`config.mk`:
```
export PLATFORM = sky130hd
export DESIGN_NAME = wb_stage
export DESIGN_NICKNAME = d
export VERILOG_FILES = /design/src/rtl/wb_stage_pkg.sv /design/src/rtl/wb_stage_load_align.sv /design/src/rtl/wb_stage.sv
export SDC_FILE = /design/constraint.sdc
export NUM_CORES = 1
export LEC_CHECK = 0
export BUFFER_PORTS_ARGS = -buffer_cell sky130_fd_sc_hd__buf_2
export CORE_UTILIZATION = 30
export DETAILED_ROUTE_END_ITERATION = 6
export MAX_ROUTING_LAYER = met4
export REMOVE_ABC_BUFFERS = 1
export SYNTH_ARGS = -nofsm -noshare
export SYNTH_HDL_FRONTEND = slang
export SYNTH_HIERARCHICAL = 1
export SYNTH_SLANG_ARGS = --single-unit
```
`constraint.sdc`:
```
create_clock -name clk -period 1.75 [get_ports clk]
set_input_delay 0.175 -clock clk [delete_from_list [all_inputs] [get_ports clk]]
set_output_delay 0.175 -clock clk [all_outputs]
set_load 0.02 [all_outputs]
```
`src/rtl/wb_stage_pkg.sv`:
```
// Shared encodings for the write-back stage: result-source select and load funct3 codes.
package wb_stage_pkg;

    typedef enum logic [1:0] {
        WB_ALU  = 2'd0,
        WB_LOAD = 2'd1,
        WB_PC4  = 2'd2,
        WB_RSVD = 2'd3
    } wb_sel_e;

    localparam logic [2:0] F3_LB  = 3'b000;
    localparam logic [2:0] F3_LH  = 3'b001;
    localparam logic [2:0] F3_LW  = 3'b010;
    localparam logic [2:0] F3_LBU = 3'b100;
    localparam logic [2:0] F3_LHU = 3'b101;

endpackage

```
`src/rtl/wb_stage_load_align.sv`:
```
// Combinational load formatter: picks byte/halfword/word from the memory word,
// extends it, and flags misaligned halfword/word accesses.
module load_align
    import wb_stage_pkg::*;
(
    input  logic [31:0] i_rdata,
    input  logic [1:0]  i_offset,
    input  logic [2:0]  i_funct3,
    output logic [31:0] o_data,
    output logic        o_misalign
);

    logic [7:0]  w_byte;
    logic [15:0] w_half;

    assign w_byte = 8'(i_rdata >> {i_offset, 3'b000});
    assign w_half = i_offset[1] ? i_rdata[31:16] : i_rdata[15:0];

    // Unlisted funct3 codes fall into the word path.
    always_comb begin
        o_data     = i_rdata;
        o_misalign = 1'b0;
        case (i_funct3)
            F3_LB:  o_data = {{24{w_byte[7]}}, w_byte};
            F3_LBU: o_data = {24'h0, w_byte};
            F3_LH: begin
                o_data     = {{16{w_half[15]}}, w_half};
                o_misalign = i_offset[0];
            end
            F3_LHU: begin
                o_data     = {16'h0, w_half};
                o_misalign = i_offset[0];
            end
            default: o_misalign = (i_offset != 2'b00);
        endcase
    end

endmodule

```
`src/rtl/wb_stage.sv`:
```
// Write-back stage: one-cycle registered register-file write, decode bypass,
// misaligned-load drop and retired-instruction counter.
module wb_stage
    import wb_stage_pkg::*;
#(
    parameter int unsigned INSTRET_W = 64
) (
    input  logic                 clk,
    input  logic                 rst_n,
    input  logic                 in_valid,
    input  logic                 flush,
    input  logic [4:0]           in_rd,
    input  logic                 in_rd_we,
    input  logic [1:0]           in_wb_sel,
    input  logic [31:0]          in_alu_result,
    input  logic [31:0]          in_pc_plus4,
    input  logic [2:0]           in_funct3,
    input  logic [31:0]          in_mem_rdata,
    output logic                 w_en,
    output logic [4:0]           rd,
    output logic [31:0]          rd_data,
    output logic                 fwd_valid,
    output logic [4:0]           fwd_rd,
    output logic [31:0]          fwd_data,
    output logic                 load_misalign,
    output logic [INSTRET_W-1:0] instret
);

    logic                 w_accept;
    logic                 w_misalign;
    logic                 w_retire;
    logic                 w_load_mis;
    logic [31:0]          w_load_data;
    logic [31:0]          w_data;

    logic                 r_wen;
    logic [4:0]           r_rd;
    logic [31:0]          r_data;
    logic                 r_misalign;
    logic [INSTRET_W-1:0] r_instret;

    load_align u_load_align (
        .i_rdata    (in_mem_rdata),
        .i_offset   (in_alu_result[1:0]),
        .i_funct3   (in_funct3),
        .o_data     (w_load_data),
        .o_misalign (w_load_mis)
    );

    assign w_accept   = in_valid & ~flush;
    assign w_misalign = w_accept & (in_wb_sel == WB_LOAD) & w_load_mis;
    assign w_retire   = w_accept & ~w_misalign;

    always_comb begin
        w_data = in_alu_result;
        case (wb_sel_e'(in_wb_sel))
            WB_LOAD: w_data = w_load_data;
            WB_PC4:  w_data = in_pc_plus4;
            default: w_data = in_alu_result;
        endcase
    end

    // rd/rd_data only move on a retiring accept so idle cycles hold the last write.
    always_ff @(posedge clk or negedge rst_n) begin
        if (!rst_n) begin
            r_wen      <= 1'b0;
            r_rd       <= '0;
            r_data     <= '0;
            r_misalign <= 1'b0;
            r_instret  <= '0;
        end else begin
            r_wen      <= w_retire & in_rd_we & (in_rd != 5'd0);
            r_misalign <= w_misalign;
            if (w_retire) begin
                r_rd      <= in_rd;
                r_data    <= w_data;
                r_instret <= r_instret + INSTRET_W'(1);
            end
        end
    end

    assign w_en          = r_wen;
    assign rd            = r_rd;
    assign rd_data       = r_data;
    assign fwd_valid     = r_wen;
    assign fwd_rd        = r_rd;
    assign fwd_data      = r_data;
    assign load_misalign = r_misalign;
    assign instret       = r_instret;

endmodule

```
==> results.md <==
* H-tree Lvls at 3
* Synth Flop Type: dfrtp_1
* Power per Cell Area at 767 nW/µm²
* WL/cell at 16.0 µm
* Clock skew at 0.0104 ns
* Synth Instances at 705
* Via count at 6393
* Synth Warn # at 6
* Routed vias/inst at 4.89
* Largest net degree at the start of global routing at 44
* Crit share post-route at 0.976
* Post-route cell area at 9090 µm²
* Buffers from clock root to sink, at most at 2
* LEAKAGE at 4.82 nW
* Hold-critical path endpoint: fwd_rd[0]$_DFFE_PN0P_
* Min-delay worst type: primary input to flip-flop
* NumNets Final at 1146
* DR DRC count at 0
* Total CTS buffers at 9
* # IOs at 252
* Post-synthesis async set-or-reset flop share at 1.00
* 1st-iter DRT viols at 280
* Hold depth at 3
* Crit path buf inv count at 2
* Worst reg2reg endpoint: instret[60]$_DFFE_PN0P_
* Slew headroom at 0.630
* Dpl ws at -0.382 ns
* GRT overflow at 0
* CP top delay family: simple AND/OR/NAND/NOR gates
* Sequential area share after synthesis at 0.417
* Via count of the first global-routing pass at 6077
* Setup violators final at 0
* Row cnt at 52
* Placer congestion estimate at 0.840
* Initial antenna violation count at 1
* R2r startpoint: instret[4]$_DFFE_PN0P_
* Worst stage delay on the critical path at 0.35 ns
* Fill cells at 1993
* Antenna-violating nets left at 0
* Worst EP arrival at 1.99 ns
* Synthesis-stage register bit count at 103
* Max-cap viol count at 0
* DR pass1 iterations at 4
* DP HPWL at 16100 µm
* Number of synthesized flops with an enable pin at 0
* Crit end category: flip-flop
* Synth area leaders: dfrtp_1 42%, nand2_1 5.5%, a22oi_1 5.3%
* PnR worst setup slack at 0.0413 ns
* Slew Limit Fails at 0
* Peak supply drop at 0.000455 V
* Critical path type: flip-flop to flip-flop
* Die area at 21200 µm²
* Startpoint Class: flip-flop
* Commonest non-fill, non-tap cell in the layout: buf_2
* Most frequent cells in the layout: 249 x buf_2, 127 x buf_4, 102 x dfrtp_1
* R2r worst-path depth at 7
* Clock sink count at 103
* RSZ-0062 raised after global routing: yes
* Fmax at 0.585 GHz
* Netlist cell types at 49
* Height of the die at 146 µm
* Critical Path Slowest Stage Cell: dfrtp_1
* Gr usage total at 0.201
* I/O Buffers at 251
* Worst EP required at 2.03 ns
* Root Buffer: clkbuf_16
* Initial core utilization at 0.306
* Synth top area share at 0.417
* P&R area growth vs syn at 47.1%
* DRT Wirelength at 21000 µm
* Hold Crit Start: in_rd[0]
* Netlist Area Pre-Place at 6180 µm²
* Min Tclk post-route at 1.71 ns
* Clock latency on the worst-skew pair at 0.36 ns
* Status: complete, no violations
* Share of layout cells above drive strength 1 at 0.450
* First-pass GRT wire length at 32300 µm
* Leading area contributor after synthesis: dfrtp_1
* Fin. Hold Viols at 0
* Cell Area, Placed at 8360 µm²
* Critical path peak fanout at 13
* Core Box Area at 20200 µm²
* Levels on crit path at 7
* Die width at 146 µm
* Clock-pin slew on the worst setup and hold paths at 0.08 ns
* CTS tree: built
* Slew @ Worst Pin at 0.554 ns
* Avg Inst Size Synth at 8.77 µm²
* Worst-path cell chain: nand4_1 > buf_4 > nor3_2 > nand3_1 > buf_6 > nor4_4 > xor2_1
* FF-to-FF setup slack at 0.04 ns
==> routing by layer <==
metal / track usage / vias up / share of wire
met4: 0.0542 / 0 / 0.012
met5: - / - / 0
met3: 0.0335 / 15 / 0.056
met1: 0.251 / 3054 / 0.42
met2: 0.335 / 226 / 0.51
li1: - / 3098 / -
==> cells in the mapped netlist (all sizes together) (3+ instances only) <==
| master | number |
|---|---|
| dfrtp | 103 |
| nand2 | 92 |
| nor2 | 55 |
| a21oi | 51 |
| buf | 48 |
| a22oi | 44 |
| nand3 | 38 |
| o21ai | 37 |
| xor2 | 37 |
| clkbuf | 26 |
| inv | 26 |
| nor3 | 26 |
| xnor2 | 26 |
| nand4 | 15 |
| nor4 | 15 |
| o221ai | 9 |
| mux2 | 7 |
| and3 | 6 |
| nor2b | 6 |
| and4 | 5 |
| mux2i | 4 |
| a21o | 3 |
| a221oi | 3 |
| ha | 3 |
==> logic make-up (layout without fill, tap and decap cells) <==
logic type	count (synthesis)	in the layout	share of synthesized area
and+or+nand+nor	270	270	0.220
AOI/OAI and AO/OA	153	153	0.156
DFF	103	103	0.417
buffers and inverters	101	433	0.0884
xor gates and xnor gates	63	63	0.0893
muxes	12	12	0.0229
adders and majority gates	3	3	0.00607
other	0	1	0
==> sequential cells by signal, indices dropped and copies added (netlist names) <==
name / flops
fwd_data: 32
fwd_valid: 1
instret: 64
fwd_rd: 5
load_misalign: 1
==> worst max-delay path by stage <==
stage,slack [ns],start,end
2_1_floorplan,-0.73,in_wb_sel[1],fwd_data[0]$_DFFE_PN0P_
3_3_place_gp,-0.33,in_alu_result[1],instret[63]$_DFFE_PN0P_
3_5_place_dp,-0.38,in_alu_result[0],instret[63]$_DFFE_PN0P_
4_1_cts,-0.04,instret[4]$_DFFE_PN0P_,instret[60]$_DFFE_PN0P_
5_1_grt,-0.08,in_alu_result[1],instret[17]$_DFFE_PN0P_
6_report,0.04,instret[4]$_DFFE_PN0P_,instret[60]$_DFFE_PN0P_
==> metrics by stage <==
stage | utilization | std cells | TNS [ns] | total power [mW] | hold slack (ns)
finish | 0.449 | 1308 | 0 | 6.97 | 0.0179
global route | 0.449 | 1308 | -0.662 | 7.34 | 0.0281
CTS | 0.433 | 1296 | -0.0897 | 6.98 | 0.00365
detailed placement | 0.413 | 1277 | -16.21 | 4.73 | 0.206
global placement | 0.413 | 1277 | -14.51 | 4.72 | 0.211
floorplan | - | 631 | -36.15 | 3.75 | -0.121
==> worst register-to-register path, stage by stage, from the launching register on <==
cell and delay, ns:
dfrtp_1 0.35, nand4_1 0.10, buf_4 0.17, nor3_2 0.22
nand3_1 0.14, buf_6 0.19, nor4_4 0.28, xor2_1 0.17
==> area by class of cell <==
cell class                      count  area (µm²)  area share
Clock inverter                      7        97.6      0.0107
Tap cell                          270         338      0.0372
Timing Repair Buffer              390        2430       0.268
Sequential cell                   103        2580       0.284
Inverter                           27         101      0.0111
Antenna cell                        1        2.50    0.000275
Multi-Input combinational cell    501        3310       0.364
Clock buffer                        9         225      0.0248
==> what timing repair did <==
item | 4_1_cts | 5_1_grt
hold endpoints to repair | 34 | 0
setup endpoints to repair | 11 | 50
hold buffers | 1 | 0
gates cloned | 0 | 1
pin swaps | 2 | 27
gates resized for setup | 8 | 53
setup buffers | 2 | 10
==> report_power, final <==
part | internal [mW] | total, mW | switching [mW]
sequential | 2.58 | 2.76 | 0.179
combinational | 0.786 | 2.00 | 1.21
clock | 1.16 | 2.22 | 1.05
total | 4.53 | 6.97 | 2.44
Note: power is estimated with default switching activity, not from simulation.
